<file path="config.mk">
export PLATFORM = sky130hd
export DESIGN_NAME = serdes_frame_ctrl
export DESIGN_NICKNAME = d
export VERILOG_FILES = /design/src/rtl/serdes_ctrl_pkg.sv /design/src/rtl/serdes_frame_ctrl_cnt.sv /design/src/rtl/serdes_frame_ctrl.sv
export SDC_FILE = /design/constraint.sdc
export NUM_CORES = 1
export LEC_CHECK = 0
export ABC_AREA = 1
export BUFFER_PORTS_ARGS = -buffer_cell sky130_fd_sc_hd__buf_2
export CAP_MARGIN = 10
export CORE_MARGIN = 2
export CORE_UTILIZATION = 30
export DETAILED_ROUTE_END_ITERATION = 7
export HOLD_SLACK_MARGIN = 0.15
export PLACE_DENSITY = 0.45
export SYNTH_ARGS = -nofsm -noshare
export SYNTH_HDL_FRONTEND = slang
export SYNTH_SLANG_ARGS = --single-unit
</file>
<file path="constraint.sdc">
create_clock -name clk -period 3.8 [get_ports clk]
set_input_delay 0.19 -clock clk [delete_from_list [all_inputs] [get_ports clk]]
set_output_delay 0.19 -clock clk [all_outputs]
set_load 0.01 [all_outputs]
</file>
<file path="src/rtl/serdes_ctrl_pkg.sv">
// Shared types and sizing helpers for the serial self-test frame sequencer.
package serdes_ctrl_pkg;

  typedef enum logic [2:0] {
    ST_IDLE = 3'd0,
    ST_RX   = 3'd1,
    ST_TEST = 3'd2,
    ST_LOAD = 3'd3,
    ST_TX   = 3'd4
  } state_e;

  localparam int DEF_WORD_W  = 32;
  localparam int DEF_TIMEOUT = 255;
  localparam int DEF_CNT_W   = 8;

  // One counter covers both the word length and the ack timeout, so size it for the larger.
  function automatic int phase_cnt_width(input int word_w, input int timeout);
    int a;
    int b;
    int w;
    a = $clog2(word_w);
    b = $clog2(timeout + 1);
    w = (a > b) ? a : b;
    if (w < 1) w = 1;
    return w;
  endfunction

endpackage

</file>
<file path="src/rtl/serdes_frame_ctrl_cnt.sv">
// Loadable down-counter with a zero flag; times the RX/TX phases and the TEST timeout.
module ctrl_cnt #(
  parameter int W = 8
) (
  input  logic         clk,
  input  logic         rst_n,
  input  logic         load_i,
  input  logic [W-1:0] load_val_i,
  input  logic         dec_i,
  output logic         zero_o
);

  logic [W-1:0] cnt_q;

  // Load beats decrement; the count parks at zero until the next load.
  always_ff @(posedge clk or negedge rst_n) begin
    if (!rst_n) begin
      cnt_q <= '0;
    end else if (load_i) begin
      cnt_q <= load_val_i;
    end else if (dec_i && (cnt_q != '0)) begin
      cnt_q <= cnt_q - W'(1);
    end
  end

  assign zero_o = (cnt_q == '0);

endmodule

</file>
<file path="src/rtl/serdes_frame_ctrl.sv">
// Frame sequencer: captures a deserialized word, runs the self_test handshake, then drives the serializer.
module serdes_frame_ctrl
  import serdes_ctrl_pkg::*;
#(
  parameter int WORD_W  = DEF_WORD_W,
  parameter int TIMEOUT = DEF_TIMEOUT,
  parameter int CNT_W   = DEF_CNT_W
) (
  input  logic             clk,
  input  logic             rst_n,
  input  logic             start_i,
  input  logic             st_ack_i,
  input  logic             st_pass_i,
  input  logic             clr_err_i,
  output logic             de_word_vld_o,
  output logic             st_req_o,
  output logic             tx_load_o,
  output logic             tx_en_o,
  output logic             busy_o,
  output logic             err_o,
  output logic [CNT_W-1:0] frame_cnt_o,
  output logic [CNT_W-1:0] fail_cnt_o
);

  localparam int              PH_W      = phase_cnt_width(WORD_W, TIMEOUT);
  localparam logic [PH_W-1:0] WORD_LAST = PH_W'(WORD_W - 1);
  localparam logic [PH_W-1:0] TMO_LAST  = PH_W'(TIMEOUT - 1);

  state_e            state_q;
  state_e            state_d;
  logic              cnt_load;
  logic [PH_W-1:0]   cnt_val;
  logic              cnt_zero;
  logic              fail_evt;
  logic              frame_evt;
  logic              timeout_evt;

  logic              de_word_vld_q;
  logic              st_req_q;
  logic              tx_load_q;
  logic              tx_en_q;
  logic              busy_q;
  logic              err_q;
  logic [CNT_W-1:0]  frame_cnt_q;
  logic [CNT_W-1:0]  fail_cnt_q;

  ctrl_cnt #(
    .W (PH_W)
  ) u_phase_cnt (
    .clk        (clk),
    .rst_n      (rst_n),
    .load_i     (cnt_load),
    .load_val_i (cnt_val),
    .dec_i      (state_q != ST_IDLE),
    .zero_o     (cnt_zero)
  );

  // Next-state logic; the phase counter is reloaded on every state entry that needs timing.
  always_comb begin
    state_d     = state_q;
    cnt_load    = 1'b0;
    cnt_val     = '0;
    fail_evt    = 1'b0;
    frame_evt   = 1'b0;
    timeout_evt = 1'b0;
    case (state_q)
      ST_IDLE: begin
        if (start_i) begin
          state_d  = ST_RX;
          cnt_load = 1'b1;
          cnt_val  = WORD_LAST;
        end
      end
      ST_RX: begin
        if (cnt_zero) begin
          state_d  = ST_TEST;
          cnt_load = 1'b1;
          cnt_val  = TMO_LAST;
        end
      end
      ST_TEST: begin
        // An ack arriving on the final timeout cycle still takes priority.
        if (st_ack_i) begin
          if (st_pass_i) begin
            state_d = ST_LOAD;
          end else begin
            state_d  = ST_IDLE;
            fail_evt = 1'b1;
          end
        end else if (cnt_zero) begin
          state_d     = ST_IDLE;
          timeout_evt = 1'b1;
        end
      end
      ST_LOAD: begin
        state_d  = ST_TX;
        cnt_load = 1'b1;
        cnt_val  = WORD_LAST;
      end
      ST_TX: begin
        if (cnt_zero) begin
          state_d   = ST_IDLE;
          frame_evt = 1'b1;
        end
      end
      default: begin
        state_d = ST_IDLE;
      end
    endcase
  end

  // Outputs are decoded from the next state so they line up with the state they describe.
  always_ff @(posedge clk or negedge rst_n) begin
    if (!rst_n) begin
      state_q       <= ST_IDLE;
      de_word_vld_q <= 1'b0;
      st_req_q      <= 1'b0;
      tx_load_q     <= 1'b0;
      tx_en_q       <= 1'b0;
      busy_q        <= 1'b0;
      err_q         <= 1'b0;
      frame_cnt_q   <= '0;
      fail_cnt_q    <= '0;
    end else begin
      state_q       <= state_d;
      de_word_vld_q <= (state_q == ST_RX) && (state_d == ST_TEST);
      st_req_q      <= (state_d == ST_TEST);
      tx_load_q     <= (state_d == ST_LOAD);
      tx_en_q       <= (state_d == ST_TX);
      busy_q        <= (state_d != ST_IDLE);
      if (timeout_evt) begin
        err_q <= 1'b1;
      end else if (clr_err_i) begin
        err_q <= 1'b0;
      end
      if (frame_evt) begin
        frame_cnt_q <= frame_cnt_q + CNT_W'(1);
      end
      if (fail_evt) begin
        fail_cnt_q <= fail_cnt_q + CNT_W'(1);
      end
    end
  end

  assign de_word_vld_o = de_word_vld_q;
  assign st_req_o      = st_req_q;
  assign tx_load_o     = tx_load_q;
  assign tx_en_o       = tx_en_q;
  assign busy_o        = busy_q;
  assign err_o         = err_q;
  assign frame_cnt_o   = frame_cnt_q;
  assign fail_cnt_o    = fail_cnt_q;

endmodule

</file>
==> results of run 1 <==
-- repair_timing --
item,in CTS,in global routing
hold buffers,3,0
endpoints found under the setup margin,0,0
hold endpoints to repair,34,0
-- worst max-delay path, delay by kind of cell (launching register included) --
| family | cells | cell delay (ps) |
|---|---|---|
| fa+ha+maj | 1 | 160 |
| compound gates | 1 | 240 |
| simple gates | 2 | 200 |
| flops | 1 | 380 |
| buf+inv | 3 | 790 |
-- logic make-up after synthesis --
kind of cell,Yosys count
xor gates and xnor gates,13
and+or+nand+nor,107
DFF,33
AOI/OAI and AO/OA,11
buffers and inverters,30
adders and majority gates,4
-- registers in the layout (all words and copies together) (netlist names), 3 cells and up --
register and cells:
fail_cnt_o 8, frame_cnt_o 8, u_phase_cnt.cnt_q 8, state_q 3
-- metal layers --
layer | vias up | GRT usage | routed length (um)
li1 | 694 | - | -
met1 | 615 | 0.170 | 1730
met2 | 29 | 0.180 | 1530
met3 | 0 | 0.0352 | 160
met4 | 0 | 0.0362 | 0
met5 | - | 0 | 0
-- metrics by stage --
stage | hold WS, ps | setup WS (ps) | cell area [um^2]
2_1_floorplan | -106 | 2470 | 1700
3_3_place_gp | 323 | 2330 | 1920
3_5_place_dp | 319 | 2310 | 1920
4_1_cts | 219 | 2000 | 2040
5_1_grt | 252 | 1830 | 2040
6_report | 225 | 1980 | 2040
-- Yosys cell counts, types with 2 or more instances --
master    instances
inv_1            26
nand2_1          50
nor2_4            4
dfrtp_1          33
nor3_1            2
ha_1              4
xnor2_1           6
nand3_1          16
xor2_1            7
o21ai_0           4
inv_2             3
nand2_2           4
nand4_1           5
nand3_2           2
nor2_1           16
nand3b_1          2
nor2_2            4
-- power by group through the flow --
stage / logic [mW] / registers [mW] / clock network [mW]
2_1_floorplan: 0.220 / 0.453 / 0
3_3_place_gp: 0.293 / 0.460 / 0
3_5_place_dp: 0.291 / 0.459 / 0
4_1_cts: 0.292 / 0.454 / 0.271
5_1_grt: 0.340 / 0.462 / 0.283
6_report: 0.289 / 0.454 / 0.260
-- area by class of cell --
cell class / count / share of cell area
inverters: 30 / 0.0565
flip-flops and latches: 33 / 0.405
clock inverters: 2 / 0.00491
clock buffers: 6 / 0.0356
multi-input cells: 135 / 0.372
repair buffers: 30 / 0.0811
well taps: 72 / 0.0442
-- final timing paths --
path,slack [ps],to,cells past startpoint,from
max in group asynchronous,2800,state_q[1]$_DFF_PN0_,2,rst_n
min reg2reg,490,fail_cnt_o[6]$_DFFE_PN0P_,1,fail_cnt_o[6]$_DFFE_PN0P_
max reg2reg,1980,err_o$_DFFE_PN0P_,7,u_phase_cnt.cnt_q[0]$_DFFE_PN0P_
max,1980,err_o$_DFFE_PN0P_,7,u_phase_cnt.cnt_q[0]$_DFFE_PN0P_
min,230,tx_load_o$_DFF_PN0_,3,st_ack_i
min in group asynchronous,510,frame_cnt_o[4]$_DFFE_PN0P_,2,rst_n
==> reports/metrics.yaml, run 1 <==
synth:
  synth_compound_area_frac: 0.0398
  yosys_warnings: 0
  yosysTopAreaCell: "dfrtp_1"
  synth-simple-area-share: 0.310
  synth_seq_cells: 33
  synthMuxAreaShare: 0
  synth-xor-area-share: 0.0670
  synth_cell_types: 27
  synth_top_family_by_area: "simple AND/OR/NAND/NOR gates"
  yosysTopAreaCellShare: 0.486
  syn-cell-area_um2: 1700
  yosys-top-cells-area: "dfrtp_1 (49%), nand2_1 (11%), inv_1 (5.7%)"
  ys.flop_type: "dfrtp_1"
  synth_fa_ha_area_frac: 0.0295
  synth-edff-count: 0
  avgSynthCellArea_um2: 8.58
  syn-instance-count: 198
  syn_nets: 208
  seq_area_frac_synth: 0.486
  async_flop_share: 1.00
power_and_ir_drop:
  power.total_mw: 1.00
  combinationalPowerShare: 0.288
  p_per_area_nw_per_um2: 492
  p_switching_uw: 367
  p_clk_frac: 0.259
  p_leak_nw: 1.11
  p_seq_frac: 0.453
  peakVddDrop_v: 0.000310
  p_int_uw: 636
  sw_frac_of_total: 0.366
timing:
  hold_violations: 0
  min_period_over_period: 0.479
  fmax_mhz: 550
  relSlewSlack: 0.493
  skew_ps: 5.89
  setup_violations: 0
  rsz0062_at_grt: "no"
  worstMarginPinSlew_ps: 761
  period_needed_ps: 1820
  tns_ps: 0
  drv_slew: 0
routing:
  vias: 1338
  wl_per_cell_um: 11.1
  wirelength_mm: 3.41
  drtIter0Drc: 61
  first_pass_iters: 4
  postRouteAntennaNets: 0
  viasPerCell: 4.34
  drc_errors: 0
placed_design:
  io_buffers: 27
  place.detailed.hpwl_mm: 2.44
  dp_cells: 297
  place.gp.congestion: 0.739
final_layout:
  num-fill-cells: 578
  drive_above_1_share: 0.229
  multiInputGateArea_um2: 758
  final_util: 0.372
  diodes: 0
  num-nets-final: 245
  layout_commonest_cell: "nand2_1"
  final_cell_mix: "nand2_1 (50), dfrtp_1 (33), buf_2 (27)"
  synthToLayoutAreaGrowth_pct: 19.9
  fin_cells: 308
  regArea_um2: 826
floorplan:
  ios: 28
  die_h_um: 79.3
  rows: 27
  die_x_um: 79.3
  initial_core_util: 0.310
  die-area_um2: 6280
  fp.coreArea_um2: 5470
clock_tree:
  cts_num_sinks: 33
  h-tree-depth: 2
  clk_latency_ps: 280
  post_cts_resized: 0
  clk_pin_slew_worst_paths_ps: 70
  cts_root_buffer: "clkbuf_8"
  cts_buffer_depth: 2
  numCtsBuffers: 5
  post_cts_buffers: 0
  cts_tree: "yes"
critical_path:
  timing.critical_path.mode_cell: "inv_1"
  endpoint_kind: "register"
  cp.arrival_ps: 2030
  worstPathRequired_ps: 4010
  crit_path_start_kind: "register"
  cp_cell_sequence: "inv_1 -> ha_1 -> nand2_1 -> inv_1 -> nand2_2 -> o32ai_1 -> dlygate4sd3_1"
  cpPeakStageDelay_ps: 590
  critical_path_class: "register to register"
  critPathMaxFanout: 5
  crit_slowest_cell: "dlygate4sd3_1"
global_routing:
  gr-usage-all-layers: 0.121
  antenna_found_initial: 0
  grt_pass1_vias: 1307
  grt_overflow: 0
  grt_pass1_wl_mm: 5.97
  grt_max_degree: 34
outcome:
  outcome: "finished clean"
run:
  drv_cap: 0
worst_hold_path:
  hp-class: "input port to register"
Power figures use the tool's default switching activity.
==> inputs of run 2 (changes only) <==
==> constraint.sdc (replaced) <==
create_clock -name clk -period 1.7 [get_ports clk]
set_input_delay 0.085 -clock clk [delete_from_list [all_inputs] [get_ports clk]]
set_output_delay 0.085 -clock clk [all_outputs]
set_load 0.01 [all_outputs]
==> run 2 against run 1 <==
Sequential cell count unchanged. Routed wire length fell by 1.5%. Sequential power up 120%. Sequential share of layout area shrank 1.2 points. Global-route usage shrank 0.058 points. Clock power grew to 3.4 times the previous value. Cell count up 0.32%. Setup slack got worse by 1800 ps. Fmax is 22% higher. Largest cell class unchanged.
==> reports/metrics.yaml, run 2 (synthesis results as in run 1) <==
timing:
  drv_slew: 0  # unchanged
  rsz0062_at_grt: "no"
  tns_ps: 0  # unchanged
  hold_violations: 0  # unchanged
  relSlewSlack: 0.490  # -0.00322
  min_period_over_period: 0.880  # +0.401
  setup_violations: 0  # unchanged
  skew_ps: 7.30  # +1.42 ps
  worstMarginPinSlew_ps: 765  # +4.83 ps
  fmax_mhz: 668  # +22%
  period_needed_ps: 1500  # -323 ps
floorplan:
  fp.coreArea_um2: 5470  # unchanged
  die-area_um2: 6280  # unchanged
  ios: 28  # unchanged
  rows: 27  # unchanged
  die_x_um: 79.3  # unchanged
  initial_core_util: 0.310  # unchanged
  die_h_um: 79.3  # unchanged
placed_design:
  io_buffers: 27  # unchanged
  place.gp.congestion: 0.740  # about the same
  post_dp_cell_area_um2: 1920  # unchanged
  place.detailed.hpwl_mm: 2.46  # +0.98%
clock_tree:
  cts_num_sinks: 33  # unchanged
  numCtsBuffers: 5  # unchanged
  post_cts_buffers: 0  # unchanged
  cts_tree: "yes"
  cts_root_buffer: "clkbuf_8"
  clk_pin_slew_worst_paths_ps: 70  # about the same
  clk_latency_ps: 280  # about the same
  h-tree-depth: 2  # unchanged
  cts_buffer_depth: 2  # unchanged
global_routing:
  grt_overflow: 0  # unchanged
  antenna_found_initial: 0  # unchanged
  grt_pass1_wl_mm: 5.91  # -1.0%
  grt_max_degree: 34  # unchanged
  gr-usage-all-layers: 0.121  # -0.000577
  grt_pass1_vias: 1349  # +3.2%
power_and_ir_drop:
  power.total_mw: 2.55  # +150%
  p_leak_nw: 1.14  # +2.2%
  peakVddDrop_v: 0.000764  # +150%
  p_per_area_nw_per_um2: 1210  # +150%
routing:
  wl_per_cell_um: 10.9  # -1.8%
  viasPerCell: 4.34  # about the same
  vias: 1342  # +0.30%
  postRouteAntennaNets: 0  # unchanged
  drc_errors: 0  # unchanged
  wirelength_mm: 3.36  # -1.5%
  first_pass_iters: 4  # unchanged
  drtIter0Drc: 49  # -20%
critical_path:
  endpoint_kind: "register"
  cp_top_family: "simple AND/OR/NAND/NOR gates"
  crit_path_start_kind: "register"
  cp.arrival_ps: 1660  # -370 ps
  critical_path_buf_inv_count: 2  # -1
  critPathMaxFanout: 5  # unchanged
  critical_path_class: "register to register"
  cpPeakStageDelay_ps: 350  # -240 ps
  cp_cell_sequence: "inv_1 -> ha_1 -> nand2_1 -> inv_1 -> nand2_2 -> nand2_1 -> o21ai_0 -> nand3_1"
  worstPathRequired_ps: 1860  # -2150 ps
  crit_slowest_cell: "dfrtp_1"
final_layout:
  final_util: 0.383  # +0.0112
  design_area_um2: 2100  # +3.0%
  drive_above_1_share: 0.232  # +0.00325
  diodes: 0  # unchanged
  final_cell_mix: "nand2_1 (50), dfrtp_1 (33), buf_2 (27)"
  layout_commonest_cell: "nand2_1"
  num-nets-final: 246  # +0.41%
  synthToLayoutAreaGrowth_pct: 23.5
worst_hold_path:
  hp-class: "input port to register"
outcome:
  outcome: "finished clean"
run:
  drv_cap: 0  # unchanged
## run 2: cell types whose count changed in the layout (fill, tap and decap cells not counted)
cell	delta
bufinv_16	+2
dlygate4sd3_1	+1
clkinv_2	-1
clkbuf_1	-1
o21ai_0	-1
o21ai_1	+1
## run 2: layer usage
metal / share of wire / up-vias / wire length (um) / global-route usage
met5: 0 / - / 0 / 0
met4: 0.0086 / 0 / 29 / 0.0362
met3: 0.044 / 5 / 148 / 0.0352
met2: 0.44 / 24 / 1470 / 0.189
met1: 0.51 / 611 / 1710 / 0.161
li1: - / 702 / - / -
## run 2: per-stage QoR
stage               instances  hold slack (ps)  setup WS [ps]
floorplan                 198             -211            366
global route              309              181           14.9
finish                    309              170            204
CTS                       309              156            181
global placement          297              218            226
detailed placement        297              214            204
## run 2: tightest hold or removal path, stage by stage
cell and delay, ps:
buf_2 80, nand3_1 100, nand3_1 130
## run 2: worst paths after layout
check                                                 startpoint                          endpoint  slack (ps)  cells after the start
worst min-delay path                                     start_i              state_q[0]$_DFF_PN0_         170                      3
worst max register to register  u_phase_cnt.cnt_q[0]$_DFFE_PN0P_  u_phase_cnt.cnt_q[3]$_DFFE_PN0P_         200                      8
min in group asynchronous                                  rst_n        frame_cnt_o[4]$_DFFE_PN0P_         410                      2
worst max-delay path            u_phase_cnt.cnt_q[0]$_DFFE_PN0P_  u_phase_cnt.cnt_q[3]$_DFFE_PN0P_         200                      8
max in group asynchronous                                  rst_n              state_q[2]$_DFF_PN0_         800                      2
worst min register to register         fail_cnt_o[4]$_DFFE_PN0P_         fail_cnt_o[4]$_DFFE_PN0P_         480                      1
## run 2: layout make-up
type / instances / area (um^2)
fill: 603 / 3370
clock inverter: 3 / 65.1
sequential: 33 / 826
clock buffer: 5 / 68.8
timing repair buffer: 31 / 175
tap: 72 / 90.1
multi-input combinational: 135 / 758
inverter: 30 / 115
## run 2: power breakdown
group	internal (mW)	total, mW	switching [mW]
Sequential	0.908	1.02	0.108
Combinational	0.232	0.652	0.420
Clock	0.583	0.882	0.299
Total	1.72	2.55	0.827
## run 2: timing repair
item,in CTS,in global routing
hold buffers,4,0
setup endpoints to repair,0,1
resized for setup,0,1
endpoints found under the hold margin,40,0
==> inputs of run 3 (changes only) <==
--- a/config.mk
+++ b/config.mk
@@ -9,10 +9,10 @@
 export BUFFER_PORTS_ARGS = -buffer_cell sky130_fd_sc_hd__buf_2
 export CAP_MARGIN = 10
 export CORE_MARGIN = 2
-export CORE_UTILIZATION = 30
+export CORE_UTILIZATION = 39
 export DETAILED_ROUTE_END_ITERATION = 7
 export HOLD_SLACK_MARGIN = 0.15
-export PLACE_DENSITY = 0.45
+export PLACE_DENSITY = 0.56
 export SYNTH_ARGS = -nofsm -noshare
 export SYNTH_HDL_FRONTEND = slang
 export SYNTH_SLANG_ARGS = --single-unit
==> constraint.sdc (replaced) <==
create_clock -name clk -period 1.7 [get_ports clk]
set_input_delay 0.085 -clock clk [delete_from_list [all_inputs] [get_ports clk]]
set_output_delay 0.085 -clock clk [all_outputs]
set_load 0.1 [all_outputs]
==> run 3 against run 2 <==
Fmax fell by 1.4%. Worst hold slack improved by 180 ps. Setup slack worse by 22 ps. Via count about the same. First-iteration DRC count fell by 4.1%. Utilization increased by 9.7 points. Sequential share of layout area grew 1.2 points. Clock skew about the same. Routed wire length fell by 0.51%. Register-to-register slack worse by 20 ps. Critical endpoint is now u_phase_cnt.cnt_q[2]$_DFFE_PN0P_. Largest power group unchanged.
==> reports/metrics.yaml, run 3 (synthesis results as in run 1) <==
routing:
  wirelength_mm: 3.34  # -0.51%
  wl_per_cell_um: 11.5  # +5.6%
  postRouteAntennaNets: 0  # unchanged
  first_pass_iters: 6  # +2
  vias: 1343  # +0.075%
  viasPerCell: 4.62  # +6.3%
  drc_errors: 0  # unchanged
  drtIter0Drc: 47  # -4.1%
power_and_ir_drop:
  p_clk_frac: 0.247  # -0.099
  p_seq_frac: 0.429  # +0.031
  peakVddDrop_v: 0.000727  # -4.8%
  p_int_mw: 1.43  # -17%
  p_switching_uw: 944  # +14%
  p_leak_nw: 1.12  # -1.9%
  combinationalPowerShare: 0.324  # +0.068
  sw_frac_of_total: 0.398  # +0.0741
  p_per_area_nw_per_um2: 1160  # -4.8%
final_layout:
  diodes: 0  # unchanged
  final_cell_mix: "nand2_1 (50), dfrtp_1 (28), buf_2 (27)"
  num-nets-final: 248  # +0.81%
  layout_commonest_cell: "nand2_1"
  drive_above_1_share: 0.255  # +0.0232
  synthToLayoutAreaGrowth_pct: 20.6
  num-fill-cells: 425  # -30%
timing:
  relSlewSlack: 0.676  # +0.186
  drv_slew: 0  # unchanged
  worstMarginPinSlew_ps: 490  # -275 ps
  rsz0062_at_grt: "no"
  skew_ps: 7.61  # +0.306 ps
  min_period_over_period: 0.893  # +0.0128
  tns_ps: 0  # unchanged
  fin_worst_hold_slack_ps: 350  # +180 ps
  period_needed_ps: 1520  # +21.7 ps
  hold_violations: 0  # unchanged
  setup_slack_ps: 182  # -21.7 ps
  fmax_mhz: 659  # -1.4%
  setup_violations: 0  # unchanged
clock_tree:
  cts_tree: "yes"
  cts_buffer_depth: 2  # unchanged
  clk_latency_ps: 290  # about the same
  clk_pin_slew_worst_paths_ps: 70  # about the same
  h-tree-depth: 2  # unchanged
  cts_root_buffer: "clkbuf_8"
  numCtsBuffers: 5  # unchanged
  cts_num_sinks: 33  # unchanged
outcome:
  outcome: "finished clean"
critical_path:
  critPathMaxFanout: 5  # unchanged
  rrSetupSlack_ps: 180  # -20 ps
  endpoint_kind: "register"
  worstPathRequired_ps: 1860  # about the same
  critical_path_class: "register to register"
  cp.arrival_ps: 1680  # +20 ps
  crit_path_start_kind: "register"
floorplan:
  initial_core_util: 0.398  # +0.0880
  fp.coreArea_um2: 4260  # -22%
  die-area_um2: 4900  # -22%
  ios: 28  # unchanged
  die_x_um: 70.0  # -12%
  rows: 24  # -11%
  die_h_um: 70.0  # -12%
global_routing:
  use_met2: 0.226  # +0.0375
  busiest_layer: "met2"
  gr-usage-all-layers: 0.153  # +0.0328
  grt_max_degree: 34  # unchanged
  grt_overflow: 0  # unchanged
  antenna_found_initial: 0  # unchanged
  grt_use_met1: 0.213  # +0.0516
  grt_pass1_vias: 1332  # -1.3%
  use_met3: 0.0418  # +0.00662
  grt_pass1_wl_mm: 5.95  # +0.81%
placed_design:
  place_ws_ps: 215  # +10.1 ps
  place.detailed.hpwl_mm: 2.37  # -3.9%
  place.gp.congestion: 0.780  # +5.4%
  io_buffers: 27  # unchanged
run:
  drv_cap: 0  # unchanged
worst_hold_path:
  hp-class: "input port to async pin"
==> run 3: power groups by stage <==
| stage | combinational [mW] | clock (mW) | sequential (mW) |
|---|---|---|---|
| floorplan | 0.491 | 0 | 1.12 |
| global placement | 0.754 | 0 | 1.03 |
| detailed placement | 0.762 | 0 | 1.03 |
| CTS | 0.775 | 0.603 | 1.01 |
| global route | 0.876 | 0.633 | 1.03 |
| finish | 0.769 | 0.585 | 1.02 |
==> run 3: path summary, 6_finish.rpt <==
path | startpoint | end | cells after the start
min | rst_n | frame_cnt_o[3]$_DFFE_PN0P_ | 3
min reg2reg | fail_cnt_o[4]$_DFFE_PN0P_ | fail_cnt_o[4]$_DFFE_PN0P_ | 1
max in group asynchronous | rst_n | fail_cnt_o[1]$_DFFE_PN0P_ | 3
min in group clk | fail_cnt_o[4]$_DFFE_PN0P_ | fail_cnt_o[4]$_DFFE_PN0P_ | 1
max | u_phase_cnt.cnt_q[0]$_DFFE_PN0P_ | u_phase_cnt.cnt_q[2]$_DFFE_PN0P_ | 8
max reg2reg | u_phase_cnt.cnt_q[0]$_DFFE_PN0P_ | u_phase_cnt.cnt_q[2]$_DFFE_PN0P_ | 8
==> run 3: layer usage <==
layer / share of wire / wire, um / vias to the layer above
li1: - / - / 702
met1: 0.51 / 1690 / 614
met2: 0.43 / 1440 / 20
met3: 0.045 / 151 / 7
met4: 0.018 / 59 / 0
met5: 0 / 0 / -
==> run 3: repair_timing <==
| item | in CTS | in global routing |
|---|---|---|
| endpoints found under the hold margin | 40 | 0 |
| resized for setup | 0 | 0 |
| buffers inserted | 0 | 0 |
| hold buffers | 5 | 0 |
==> run 3: stage by stage <==
stage	total power [mW]	util	cell area [um^2]	instances
floorplan	1.61	-	1710	198
global placement	1.78	0.449	1910	278
detailed placement	1.79	0.449	1910	278
CTS	2.39	0.481	2050	291
global route	2.54	0.481	2050	291
finish	2.37	0.481	2050	291
==> run 3: cell type report <==
type	instances	area, um^2	area share
Sequential cell	33	832	0.406
Multi-Input combinational cell	135	758	0.370
Timing Repair Buffer	33	193	0.0940
Inverter	30	115	0.0562
Clock buffer	5	68.8	0.0336
Tap cell	52	65.1	0.0317
Clock inverter	3	17.5	0.00855
==> run 3: worst max-delay path, cell delays in order (launching register included) <==
cell     delay, ps
dfrtp_1        350
inv_1           80
ha_1           200
nand2_1        120
inv_1           70
nand2_2        130
nand2_1        160
o21ai_0        210
nand3_1         90
